===== src/rtl/multicycle_ctrl_fsm.sv =====
`default_nettype none
// ============================================================================
// Module : multicycle_ctrl_fsm
// Multi-cycle MIPS main control FSM with memory handshake, watchdog, sticky trap.
// Rev    : 1.0  initial release
// ============================================================================
module multicycle_ctrl_fsm #(
   parameter int ALUOP_W    = 3,
   parameter int TIMEOUT    = 16,
   parameter bit ENABLE_EXT = 1'b1
) (
   input  logic               clk_i,
   input  logic               rst_i,
   input  logic [5:0]         instr_op_i,
   input  logic               mem_ready_i,
   input  logic               alu_zero_i,
   output logic               pc_write_o,
   output logic               pc_write_c_o,
   output logic               ir_write_o,
   output logic               mem_req_o,
   output logic               mem_we_o,
   output logic               iord_o,
   output logic               reg_write_o,
   output logic [1:0]         reg_dst_o,
   output logic [1:0]         mem_to_reg_o,
   output logic [1:0]         alu_src_b_o,
   output logic               alu_src_a_o,
   output logic [ALUOP_W-1:0] alu_op_o,
   output logic [1:0]         branch_type_o,
   output logic               zero_ext_o,
   output logic               jump_o,
   output logic               trap_o,
   output logic [2:0]         state_o
);

   localparam logic [2:0] c_IDLE   = 3'd0;
   localparam logic [2:0] c_FETCH  = 3'd1;
   localparam logic [2:0] c_DECODE = 3'd2;
   localparam logic [2:0] c_EXEC   = 3'd3;
   localparam logic [2:0] c_MEM    = 3'd4;
   localparam logic [2:0] c_WB     = 3'd5;
   localparam logic [2:0] c_TRAP   = 3'd6;

   localparam logic [5:0] c_OP_R     = 6'd0;
   localparam logic [5:0] c_OP_BLTZ  = 6'd1;
   localparam logic [5:0] c_OP_J     = 6'd2;
   localparam logic [5:0] c_OP_JAL   = 6'd3;
   localparam logic [5:0] c_OP_BEQ   = 6'd4;
   localparam logic [5:0] c_OP_BNE   = 6'd5;
   localparam logic [5:0] c_OP_BLE   = 6'd6;
   localparam logic [5:0] c_OP_ADDI  = 6'd8;
   localparam logic [5:0] c_OP_SLTIU = 6'd11;
   localparam logic [5:0] c_OP_ORI   = 6'd13;
   localparam logic [5:0] c_OP_LI    = 6'd15;
   localparam logic [5:0] c_OP_LW    = 6'd35;
   localparam logic [5:0] c_OP_SW    = 6'd43;

   localparam int c_CNT_W = (TIMEOUT > 1) ? $clog2(TIMEOUT + 1) : 1;

   logic [2:0]         r_state;
   logic [2:0]         w_nextState;
   logic [5:0]         r_opReg;
   logic [c_CNT_W-1:0] r_waitCnt;
   logic [5:0]         w_op;
   logic               w_legal;
   logic               w_isBranch;
   logic               w_waiting;
   logic               w_timeout;
   logic               w_unusedZero;

   // Branch resolution is done in the datapath; the controller only issues the conditional strobe.
   assign w_unusedZero = alu_zero_i;

   // The IR is already loaded during DECODE, so its opcode is used directly in that state.
   assign w_op       = (r_state == c_DECODE) ? instr_op_i : r_opReg;
   assign w_isBranch = (w_op == c_OP_BEQ) || (w_op == c_OP_BNE) ||
                       (w_op == c_OP_BLE) || (w_op == c_OP_BLTZ);
   assign w_waiting  = ((r_state == c_FETCH) || (r_state == c_MEM)) && !mem_ready_i;
   assign w_timeout  = (TIMEOUT != 0) && w_waiting &&
                       (r_waitCnt == c_CNT_W'(TIMEOUT - 1));
   assign state_o    = r_state;

   always_comb begin
      w_legal = 1'b0;
      case (instr_op_i)
         c_OP_R, c_OP_J, c_OP_JAL, c_OP_BEQ, c_OP_BNE, c_OP_ADDI,
         c_OP_SLTIU, c_OP_ORI, c_OP_LW, c_OP_SW: w_legal = 1'b1;
         c_OP_BLE, c_OP_BLTZ, c_OP_LI:            w_legal = ENABLE_EXT;
         default:                                 w_legal = 1'b0;
      endcase
   end

   always_ff @(posedge clk_i or posedge rst_i) begin
      if (rst_i) begin
         r_state <= c_IDLE;
      end else begin
         r_state <= w_nextState;
      end
   end

   always_ff @(posedge clk_i or posedge rst_i) begin
      if (rst_i) begin
         r_opReg   <= 6'd0;
         r_waitCnt <= '0;
      end else begin
         if (r_state == c_DECODE) begin
            r_opReg <= instr_op_i;
         end
         // Counter is zero whenever a wait state is entered because it clears outside them.
         r_waitCnt <= w_waiting ? (r_waitCnt + c_CNT_W'(1)) : '0;
      end
   end

   always_comb begin
      w_nextState = r_state;
      case (r_state)
         c_IDLE:   w_nextState = c_FETCH;
         c_FETCH: begin
            if (mem_ready_i)    w_nextState = c_DECODE;
            else if (w_timeout) w_nextState = c_TRAP;
         end
         c_DECODE: begin
            if (!w_legal)            w_nextState = c_TRAP;
            else if (w_op == c_OP_J)   w_nextState = c_FETCH;
            else if (w_op == c_OP_JAL) w_nextState = c_WB;
            else                       w_nextState = c_EXEC;
         end
         c_EXEC: begin
            if (w_isBranch)                             w_nextState = c_FETCH;
            else if ((w_op == c_OP_LW) || (w_op == c_OP_SW)) w_nextState = c_MEM;
            else                                        w_nextState = c_WB;
         end
         c_MEM: begin
            if (mem_ready_i)    w_nextState = (r_opReg == c_OP_LW) ? c_WB : c_FETCH;
            else if (w_timeout) w_nextState = c_TRAP;
         end
         c_WB:     w_nextState = c_FETCH;
         c_TRAP:   w_nextState = c_TRAP;
         default:  w_nextState = c_TRAP;
      endcase
   end

   always_comb begin
      pc_write_o    = 1'b0;
      pc_write_c_o  = 1'b0;
      ir_write_o    = 1'b0;
      mem_req_o     = 1'b0;
      mem_we_o      = 1'b0;
      iord_o        = 1'b0;
      reg_write_o   = 1'b0;
      reg_dst_o     = 2'b00;
      mem_to_reg_o  = 2'b00;
      alu_src_b_o   = 2'b00;
      alu_src_a_o   = 1'b0;
      alu_op_o      = '0;
      branch_type_o = 2'b00;
      zero_ext_o    = 1'b0;
      jump_o        = 1'b0;
      trap_o        = 1'b0;
      case (r_state)
         c_FETCH: begin
            mem_req_o   = 1'b1;
            alu_src_b_o = 2'b01;
            alu_op_o    = ALUOP_W'(3'b010);
            ir_write_o  = mem_ready_i;
            pc_write_o  = mem_ready_i;
         end
         c_DECODE: begin
            alu_src_b_o = 2'b11;
            alu_op_o    = ALUOP_W'(3'b010);
            if ((w_op == c_OP_J) || (w_op == c_OP_JAL)) begin
               pc_write_o = 1'b1;
               jump_o     = 1'b1;
            end
         end
         c_EXEC: begin
            alu_src_a_o  = 1'b1;
            alu_src_b_o  = (w_op == c_OP_R) ? 2'b00 : 2'b10;
            zero_ext_o   = (w_op == c_OP_ORI);
            pc_write_c_o = w_isBranch;
            case (w_op)
               c_OP_BEQ:                         alu_op_o = ALUOP_W'(3'b001);
               c_OP_BLE:  begin alu_op_o = ALUOP_W'(3'b001); branch_type_o = 2'b01; end
               c_OP_BLTZ: begin alu_op_o = ALUOP_W'(3'b001); branch_type_o = 2'b10; end
               c_OP_BNE:  begin alu_op_o = ALUOP_W'(3'b110); branch_type_o = 2'b11; end
               c_OP_ADDI, c_OP_LW, c_OP_SW, c_OP_LI: alu_op_o = ALUOP_W'(3'b010);
               c_OP_SLTIU:                       alu_op_o = ALUOP_W'(3'b011);
               c_OP_ORI:                         alu_op_o = ALUOP_W'(3'b101);
               default:                          alu_op_o = ALUOP_W'(3'b000);
            endcase
         end
         c_MEM: begin
            mem_req_o = 1'b1;
            iord_o    = 1'b1;
            mem_we_o  = (r_opReg == c_OP_SW);
         end
         c_WB: begin
            reg_write_o = 1'b1;
            case (w_op)
               c_OP_R:   reg_dst_o = 2'b01;
               c_OP_LW:  mem_to_reg_o = 2'b01;
               c_OP_JAL: begin reg_dst_o = 2'b10; mem_to_reg_o = 2'b10; end
               default:  reg_dst_o = 2'b00;
            endcase
         end
         c_TRAP:   trap_o = 1'b1;
         default:  trap_o = 1'b0;
      endcase
   end

endmodule
`default_nettype wire

===== config.mk =====
export PLATFORM = sky130hd
export DESIGN_NAME = multicycle_ctrl_fsm
export DESIGN_NICKNAME = d
export VERILOG_FILES = /design/src/rtl/multicycle_ctrl_fsm.sv
export SDC_FILE = /design/constraint.sdc
export NUM_CORES = 1
export LEC_CHECK = 0
export ABC_AREA = 1
export ABC_CLOCK_PERIOD_IN_PS = 4700
export CORE_MARGIN = 2
export CORE_UTILIZATION = 23
export DETAILED_ROUTE_END_ITERATION = 10
export SYNTH_ARGS = -nofsm -noshare
export SYNTH_HDL_FRONTEND = slang
export SYNTH_SLANG_ARGS = --single-unit

===== constraint.sdc =====
create_clock -name clk_i -period 4.7 [get_ports clk_i]
set_clock_uncertainty 0.2 [all_clocks]
set_input_delay 0.47 -clock clk_i [delete_from_list [all_inputs] [get_ports clk_i]]
set_output_delay 0.47 -clock clk_i [all_outputs]
set_load 0.01 [all_outputs]

# Word-level counts from Yosys, hierarchy flattened
# Memories as Yosys holds them, arrays and structs flattened.
# Cells that the tools add are included.
# op_classes
n_eq_ne	21
n_reduce_logical	16
muxes	34
addsub	1
# ops
operator	count
case mux 3 bit (5 select lines)	2
== test 6 x 4 -> 1 bit, second input constant	4
== test 6 bit, second input constant	4
2-to-1 mux 3 bit	8
== test 6 x 3 -> 1 bit, second input constant	3
== test 6 x 2 -> 1 bit, second input constant	2
2-to-1 mux 1 bit	12
case mux 2 bit (3 select lines)	2
== test 3 bit, second input constant	3
2-to-1 mux 2 bit	4
case mux 2 bit (2 select lines)	2
== test 3 x 2 -> 1 bit, second input constant	2
== test 6 x 1 -> 1 bit, second input constant	1
zero test 6 bit	1
logical OR 1 bit	6
2-to-1 mux 6 bit	1
case mux 3 bit (2 select lines)	1
OR reduction 2 bit	3
adder 5 x 1 -> 5 bit, second input constant	1
== test 5 x 4 -> 1 bit, second input constant	1
2-to-1 mux 5 bit	1
OR reduction 4 bit	1
== test 3 x 1 -> 1 bit, second input constant	1
zero test 3 bit	1
4 further kinds	5
# word_totals
regBits	14
out_inout_bits	25
n_memories	1
wordCells	76
mem_bits_ro	64
# memory_table
name	depth	word_bits	rd	rd_clocked_by_memory_dff	write_ports	line	text
(name not given)	64	1	1	0	0	85	case (instr_op_i)

# Logic depth before layout (Yosys ltp)
# Gate-level depths: netlist of run 1.
# logic_depth
depth_word	8
mapped_depth	13
depth_no_buf	12

# Worst setup path before layout of run 1
# No wires, ideal clock.
# synth_path
kind	register to output
start	register r_state[0] (netlist: state_o[0])
end	output reg_dst_o[1]
required_time_ns	4.030
arrival_ns	1.619
stages_incl_launch_ff	12
setup_slack_ns	2.411
cell_sequence	dfrtp_1 -> buf_6 -> inv_2 -> nand3_4 -> nand2_1 -> nand2_4 -> nor2_8 -> nand2_4 -> inv_2 -> nand2_2 -> nor2_1 -> buf_4
# synth_via
elab_chain_len	5
elab_cells_between_ends	7
cone_classes	eq/ne: 3; mux: 3; reduce/logical: 1
# synth_rtl
item	line	text
start: declaration	60	logic [2:0] r_state;
start signal: assignment	95	r_state <= c_IDLE;
start signal: assignment	97	r_state <= w_nextState;
== test 3 x 2 -> 1 bit *	75	assign w_op = (r_state == c_DECODE) ? instr_op_i : r_opReg;
2-to-1 mux 6 bit *	--	
net w_op[4]	64	logic [5:0] w_op;
== test 6 x 2 -> 1 bit or zero test 6 bit (tied branches)	199	case (w_op)
case mux 2 bit (2 select lines) *	199	
2-to-1 mux 2 bit *	160	case (r_state)
end: declaration	24	output logic [1:0] reg_dst_o,
# The timed path passes the listed nets; every way through them passes the cells marked *.

# Worst setup path after layout of run 1
# layout_path
start	register r_state[1] (netlist: state_o[1])
end	output alu_op_o[1]
# layout_via
elab_chain_len	6
elab_cells_between_ends	19
cone_classes	eq/ne: 13; mux: 3; reduce/logical: 3
# layout_rtl
item	line	text
== test 3 x 2 -> 1 bit *	75	
2-to-1 mux 6 bit *	--	
net w_op[1]	64	
== test 6 bit, or another cell as far along	181	case (w_op)
OR reduction 4 bit or OR reduction 3 bit (tied branches)	--	
case mux 3 bit (5 select lines) *	181	
case mux 3 bit (2 select lines) *	160	
end: declaration	28	output logic [ALUOP_W-1:0] alu_op_o,
# Marked as above.

==> results.yml, run 1 <==
synthesis:
  synthCells: 174
  ys_top_cells_by_area: "sky130_fd_sc_hd__dfrtp_1, sky130_fd_sc_hd__nand2_1, sky130_fd_sc_hd__nor2_1, sky130_fd_sc_hd__inv_1, sky130_fd_sc_hd__nand3_1"
  synth_simple_gate_area_share_pct: 48.90
  netlist.top_cell.by_area: "sky130_fd_sc_hd__dfrtp_1"
  combinational_family_with_the_most_area_after_synthesis: "simple AND/OR/NAND/NOR gates"
  syn_nets: 187
  yosys.area_share.adder_pct: 3.155
  synth.area.mux_share_pct: 0
  synth-async-reset-ratio_pct: 100.0
  synth_top_area_share_pct: 29.44
  yosys_warnings: 0
  synth_xor_area_share_pct: 0.7361
  register_area_share_after_synthesis_pct: 29.44
  synth_edf_count: 0
  ys_top_cells_by_count: "sky130_fd_sc_hd__nand2_1, sky130_fd_sc_hd__nor2_1, sky130_fd_sc_hd__inv_1, sky130_fd_sc_hd__dfrtp_1, sky130_fd_sc_hd__nand3_1"
  yosys_register_bits: 14
  synth_compound_area_share_pct: 6.519
  synth.avg_cell_area_um2: 6.838
  synthDistinctLibCells: 29
  synth_ff_type: "sky130_fd_sc_hd__dfrtp_1"
  post_synth_instance_area_um2: 1190
  synthMostInstantiatedCell: "sky130_fd_sc_hd__nand2_1"
global_route:
  vias_in_the_first_global_route: 1189
  grtUsageTotal_pct: 11.69
  grt.overflow.total: 0
  antenna_found_initial: 0
  grt_pass1_wl_mm: 5.499
  grt_max_degree: 15
routing:
  dr_total_vias: 1206
  detail_route.wl_per_cell_um: 11.53
  routed_wirelength_mm: 3.205
  remaining_drc_errors: 0
  detail_route.first_pass.iterations: 4
  vias_per_cell: 4.338
  dr.first_iter.drc_count: 67
  ant_nets: 0
worst_setup_path:
  critPathMostFrequentCell: "sky130_fd_sc_hd__nand2_1"
  setup.reg_to_reg.worst_slack_ps: 2740
  maximum_cell_stage_delay_along_the_critical_path_ps: 580
  cp_top_family: "simple AND/OR/NAND/NOR gates"
  cp_data_arrival_time_ps: 2490
  worst_setup_path_end_kind: "primary output"
  timing.setup.critical_path_class: "reg2out"
  worstPathRequired_ps: 4030
  worstSetupStartpointType: "flip-flop"
  cp_slowest_cell: "sky130_fd_sc_hd__dfrtp_1"
  timing.critical_path.cells: "inv_2 > nor2_4 > nand3_2 > nand2_4 > nand2_2 > nor2_1 > nand2_1 > nand2_1 > inv_1 > nand3_1 > nand2_1 > nand2_1 > clkdlybuf4s50_1"
  timing.critical_path.fanout_max: 8
  worstPathBufferInverterCount: 3
sta:
  drv_slew: 0
  max_clock_freq_mhz: 316.9
  final-setup-viol-count: 0
  hold_slack_ps: 259.1
  final_min_period_over_clock_period_pct: 67.14
  fin_setup_tns_ps: 0
  number_of_hold_violations_in_the_final_report: 0
  timing.final.crit_period_ps: 3156
  max_slew.worst_pin.slew_ps: 560.6
  grt_setup_unrepaired: "no"
  relative_max_transition_margin_pct: 62.58
clock_tree:
  clock_path_buffers: 2
  clkSinkCount: 14
  tritoncts: "yes"
  clk-insertion-delay-late_ps: 250
  hold_buffers: 0
  cts_post_setup_buffers_inserted: 0
  clk_transition_reported_paths_ps: 60
  ctsResizeCount: 0
  cts_htree_levels: 1
  cts_root_buffer: "sky130_fd_sc_hd__clkbuf_8"
  cts-buffers-inserted: 3
power:
  post-layout-total-power_mw: 0.2577
  vdd_drop_max_mv: 0.06436
  p_leak_nw: 0.7629
  power.density_cell_area_nw_per_um2: 157.4
die:
  fp.dieH_um: 75.93
  start_util_pct: 23.60
  die_width_um: 75.93
  floorplan.die_area_um2: 5765
  rows: 26
  floorplan.io_pins: 35
  core_region_area_um2: 5042
placement:
  gpl.final_weighted_congestion: 0.8398
  dpl.hpwl_mm: 2.609
  port_buffers: 33
  post-place-cells: 274
  dpl_cell_area_um2: 1582
final_layout:
  finalNonFillerCells: 278
  seqCellArea_um2: 350.3
  num-fill-cells: 548
  fin_nets: 222
  drive_above_1_share_pct: 14.42
  total_area_of_multi_input_combinational_cells_um2: 705.7
  area_growth_pct: 37.54
  final_design_area_no_fill_um2: 1637
  antenna-diode-count: 0
status:
  run_status: "finished clean"
hold_path:
  worst_hold_class: "reg2reg"
flow_run:
  max_cap_violations: 0
[sequential cells by signal (all words and copies together) (netlist names)]
signal and flops:
state_o 3, r_waitCnt 5, r_opReg 6
[path summary, 6_finish.rpt]
check                                             from                     end  cells past startpoint
worst max-delay path              state_o[1]$_DFF_PP0_             alu_op_o[1]                     13
worst min-delay path            r_waitCnt[0]$_DFF_PP0_  r_waitCnt[0]$_DFF_PP0_                      1
worst max register to register    state_o[2]$_DFF_PP0_    state_o[2]$_DFF_PP0_                     12
worst min register to register  r_waitCnt[0]$_DFF_PP0_  r_waitCnt[0]$_DFF_PP0_                      1
max in group asynchronous                        rst_i    state_o[1]$_DFF_PP0_                      2
min in group asynchronous                        rst_i    r_opReg[1]$_DFF_PP0_                      2
[layout by cell type (no fill, tap or decap), types with 2 or more instances in the layout]
cell                               n
sky130_fd_sc_hd__nor2_1           28
sky130_fd_sc_hd__nand3_2           2
sky130_fd_sc_hd__nand2_2           8
sky130_fd_sc_hd__o21ai_0           2
sky130_fd_sc_hd__nand4_1           4
sky130_fd_sc_hd__dfrtp_1          14
sky130_fd_sc_hd__nand2_4           5
sky130_fd_sc_hd__nand3_1          12
sky130_fd_sc_hd__clkbuf_8          4
sky130_fd_sc_hd__inv_2             4
sky130_fd_sc_hd__ha_1              3
sky130_fd_sc_hd__a21oi_1           6
sky130_fd_sc_hd__nor2_4            2
sky130_fd_sc_hd__clkdlybuf4s50_1  33
sky130_fd_sc_hd__inv_1            23
sky130_fd_sc_hd__nor3_1            4
sky130_fd_sc_hd__nand2_1          39
sky130_fd_sc_hd__nor2_2            2
sky130_fd_sc_hd__nor4_1            3
[through the flow]
| step | setup slack [ps] | utilization [%] |
|---|---|---|
| 2_1_floorplan | 2411 | - |
| 3_5_place_dp | 1625 | 31.36 |
| 6_report | 1544 | 32.46 |
| 3_3_place_gp | 1597 | 31.36 |
| 4_1_cts | 1553 | 32.46 |
| 5_1_grt | 1363 | 32.46 |
[layer usage]
| layer | global-route usage (%) | wire length, µm | part of all wire [%] |
|---|---|---|---|
| met3 | 2.500 | 141 | 4.4 |
| met5 | 0 | 0 | 0 |
| met2 | 19.38 | 1459 | 46 |
| met4 | 2.182 | 27 | 0.84 |
| met1 | 15.82 | 1577 | 49 |
[worst register-to-register path, cell delays in order, from the launching register on]
cell and delay, ps:
sky130_fd_sc_hd__dfrtp_1 480, sky130_fd_sc_hd__inv_4 180, sky130_fd_sc_hd__nand2_4 80, sky130_fd_sc_hd__nor2_4 200, sky130_fd_sc_hd__nand2_2 110, sky130_fd_sc_hd__nand2_2 130
sky130_fd_sc_hd__nor2_8 70, sky130_fd_sc_hd__nand2_4 90, sky130_fd_sc_hd__inv_2 60, sky130_fd_sc_hd__nand2_2 50, sky130_fd_sc_hd__nand2_1 50, sky130_fd_sc_hd__nand2_1 50
sky130_fd_sc_hd__o211ai_1 90
[cell families (layout without fill, tap and decap cells)]
logic type,after synthesis,count (layout)
compound gates,13,13
xor+xnor,1,1
fa+ha+maj,3,3
buf+inv,31,65
flops,14,14
simple gates,112,112
[power breakdown]
part | leakage (nW) | internal (mW) | switching, mW
Clock | 0.0288 | 0.0743 | 0.0451
Combinational | 0.580 | 0.00827 | 0.00951
Sequential | 0.154 | 0.121 | 0
Total | 0.763 | 0.203 | 0.0546
[layout make-up]
class,instances,share of cell area (%)
Multi-Input combinational cell,129,43.12
Sequential cell,14,21.41
Timing Repair Buffer,33,20.18
Inverter,28,6.575
Tap cell,70,5.352
Clock buffer,4,3.364
(Power assumes the default switching activity.)
==> run 2: changes to the inputs <==
- ABC_CLOCK_PERIOD_IN_PS: 4700 -> 2900
- clock period: 4.7 -> 2.9 ns (I/O delays scaled with it)
==> results.yml, run 2 (synthesized netlist as in run 1, its figures left out) <==
status:
  run_status: "finished clean"
global_route:
  grt_pass1_wl_mm: 5.623
  vias_in_the_first_global_route: 1230
  grt_max_degree: 15
  grtUsageTotal_pct: 11.79
  grt.overflow.total: 0
  antenna_found_initial: 0
die:
  fp.dieH_um: 75.93
  start_util_pct: 23.60
  floorplan.io_pins: 35
  core_region_area_um2: 5042
  die_width_um: 75.93
  rows: 26
  floorplan.die_area_um2: 5765
power:
  p_int_mw: 0.3006
  part_of_the_total_power_dissipated_in_the_clock_network_pct: 41.4
  p_comb_share_pct: 7.5
  net-switching-power_mw: 0.08123
  post-layout-total-power_mw: 0.3819
  power.share.switching_pct: 21.27
  vdd_drop_max_mv: 0.09811
  p_leak_nw: 0.8125
  power.density_cell_area_nw_per_um2: 224.9
  share_seq_of_total_power_pct: 51.2
sta:
  fin_setup_tns_ps: 0
  hold_slack_ps: 200.3
  drv_slew: 0
  relative_max_transition_margin_pct: 62.64
  max_clock_freq_mhz: 362.7
  final-setup-viol-count: 0
  grt_setup_unrepaired: "yes"
  max_slew.worst_pin.slew_ps: 559.7
  final_min_period_over_clock_period_pct: 95.07
  number_of_hold_violations_in_the_final_report: 0
  setup_slack_ps: 142.9
  timing.final.crit_period_ps: 2757
placement:
  dpl.hpwl_mm: 2.594
  gpl.final_weighted_congestion: 0.8246
  dpl_worst_slack_ps: 206.4
  dpl_cell_area_um2: 1597
  port_buffers: 33
final_layout:
  drive_above_1_share_pct: 19.05
  regMostFlops: "r_opReg"
  area_growth_pct: 42.69
  final_design_area_no_fill_um2: 1698
  layout_commonest_cell: "sky130_fd_sc_hd__nand2_1"
  antenna-diode-count: 0
  largest_register_ff_count: 6
  fin_nets: 225
  most-common-layout-cells: "sky130_fd_sc_hd__nand2_1, sky130_fd_sc_hd__clkdlybuf4s50_1, sky130_fd_sc_hd__nor2_1"
hold_path:
  worst_hold_class: "in2async"
worst_setup_path:
  timing.setup.critical_path_class: "reg2out"
  cp_data_arrival_time_ps: 2270
  rr_startpoint: "state_o[1]$_DFF_PP0_"
  cp_slowest_cell: "sky130_fd_sc_hd__clkdlybuf4s50_1"
  worstPathRequired_ps: 2410
  worst_setup_path_end_kind: "primary output"
  worstSetupStartpointType: "flip-flop"
  worst-r2r-cell-count: 8
  critPathLaunch: "state_o[2]$_DFF_PP0_"
  maximum_cell_stage_delay_along_the_critical_path_ps: 540
  timing.critical_path.fanout_max: 10
  timing.critical_path.cells: "clkinv_4 > nand2_4 > nor2_4 > nand2_1 > nand2_1 > nor2_4 > nor3_2 > nor2_1 > nor2_1 > clkdlybuf4s50_1"
routing:
  ant_nets: 0
  dr.first_iter.drc_count: 63
  dr_total_vias: 1214
  vias_per_cell: 4.336
  detail_route.first_pass.iterations: 4
  detail_route.wl_per_cell_um: 11.61
  routed_wirelength_mm: 3.251
  remaining_drc_errors: 0
clock_tree:
  cts_htree_levels: 1
  clk-insertion-delay-late_ps: 240
  clkSinkCount: 14
  cts-buffers-inserted: 3
  clk_transition_reported_paths_ps: 60
  cts_root_buffer: "sky130_fd_sc_hd__clkbuf_8"
  tritoncts: "yes"
  clock_path_buffers: 2
  hold_buffers: 0
flow_run:
  max_cap_violations: 0
==> run 2: per-layer routing <==
metal / part of all wire (%) / track usage, % / up-vias
met1: 48 / 15.99 / 550
li1: - / - / 627
met3: 6.9 / 3.214 / 4
met2: 45 / 19.46 / 33
met5: 0 / 0 / -
met4: 0.49 / 1.273 / 0
==> run 2: critical path, delay by kind of cell (launching register included) <==
family,cells,cell delay [ps]
and+or+nand+nor,8,900
DFF,1,460
buffers and inverters,2,660
==> run 2: final cells by class <==
class | instances | area (µm²)
multi-input cells | 129 | 734.5
repair buffers | 36 | 370.4
clock buffers | 3 | 41.29
inverters | 28 | 110.1
fillers | 559 | 3344
flip-flops and latches | 14 | 354.1
well taps | 70 | 87.58
==> run 2: path summary, 6_finish.rpt <==
| check | endpoint | slack, ps |
|---|---|---|
| max in group asynchronous | state_o[0]$_DFF_PP0_ | 1900 |
| max | alu_op_o[0] | 140 |
| min reg2reg | r_waitCnt[0]$_DFF_PP0_ | 270 |
| min | r_waitCnt[4]$_DFF_PP0_ | 200 |
| min in group clk_i | r_waitCnt[0]$_DFF_PP0_ | 270 |
| max reg2reg | state_o[0]$_DFF_PP0_ | 1040 |
==> run 2: power by group through the flow <==
stage,Sequential [mW],Clock (mW),Combinational [mW]
6_report,0.195,0.158,0.0285
2_1_floorplan,0.199,0,0.0115
3_3_place_gp,0.199,0,0.0288
4_1_cts,0.195,0.164,0.0290
3_5_place_dp,0.199,0,0.0289
5_1_grt,0.195,0.177,0.0323
==> run 2: repair_timing <==
action | CTS | global route
setup endpoints to repair | 2 | 10
buffers inserted | 0 | 1
pin swaps | 0 | 0
resized for setup | 1 | 12
gates cloned | 0 | 0
==> run 2: stage by stage <==
stage / cells / util, %
finish: 280 / 33.67
global route: 280 / 33.67
CTS: 279 / 32.51
detailed placement: 276 / 31.66
global placement: 276 / 31.66
floorplan: 174 / -
==> run 3: changes to the inputs <==
- HOLD_SLACK_MARGIN: not set -> 0.15
- MAX_ROUTING_LAYER: not set -> met4
==> results of run 3 <==
The final DEF is identical to that of run 2; final timing and power are the same.
Among the figures that moved: final weighted congestion in routability-driven placement 0.8246 -> 0.8371; overall routing resource usage 11.79% -> 12.13%
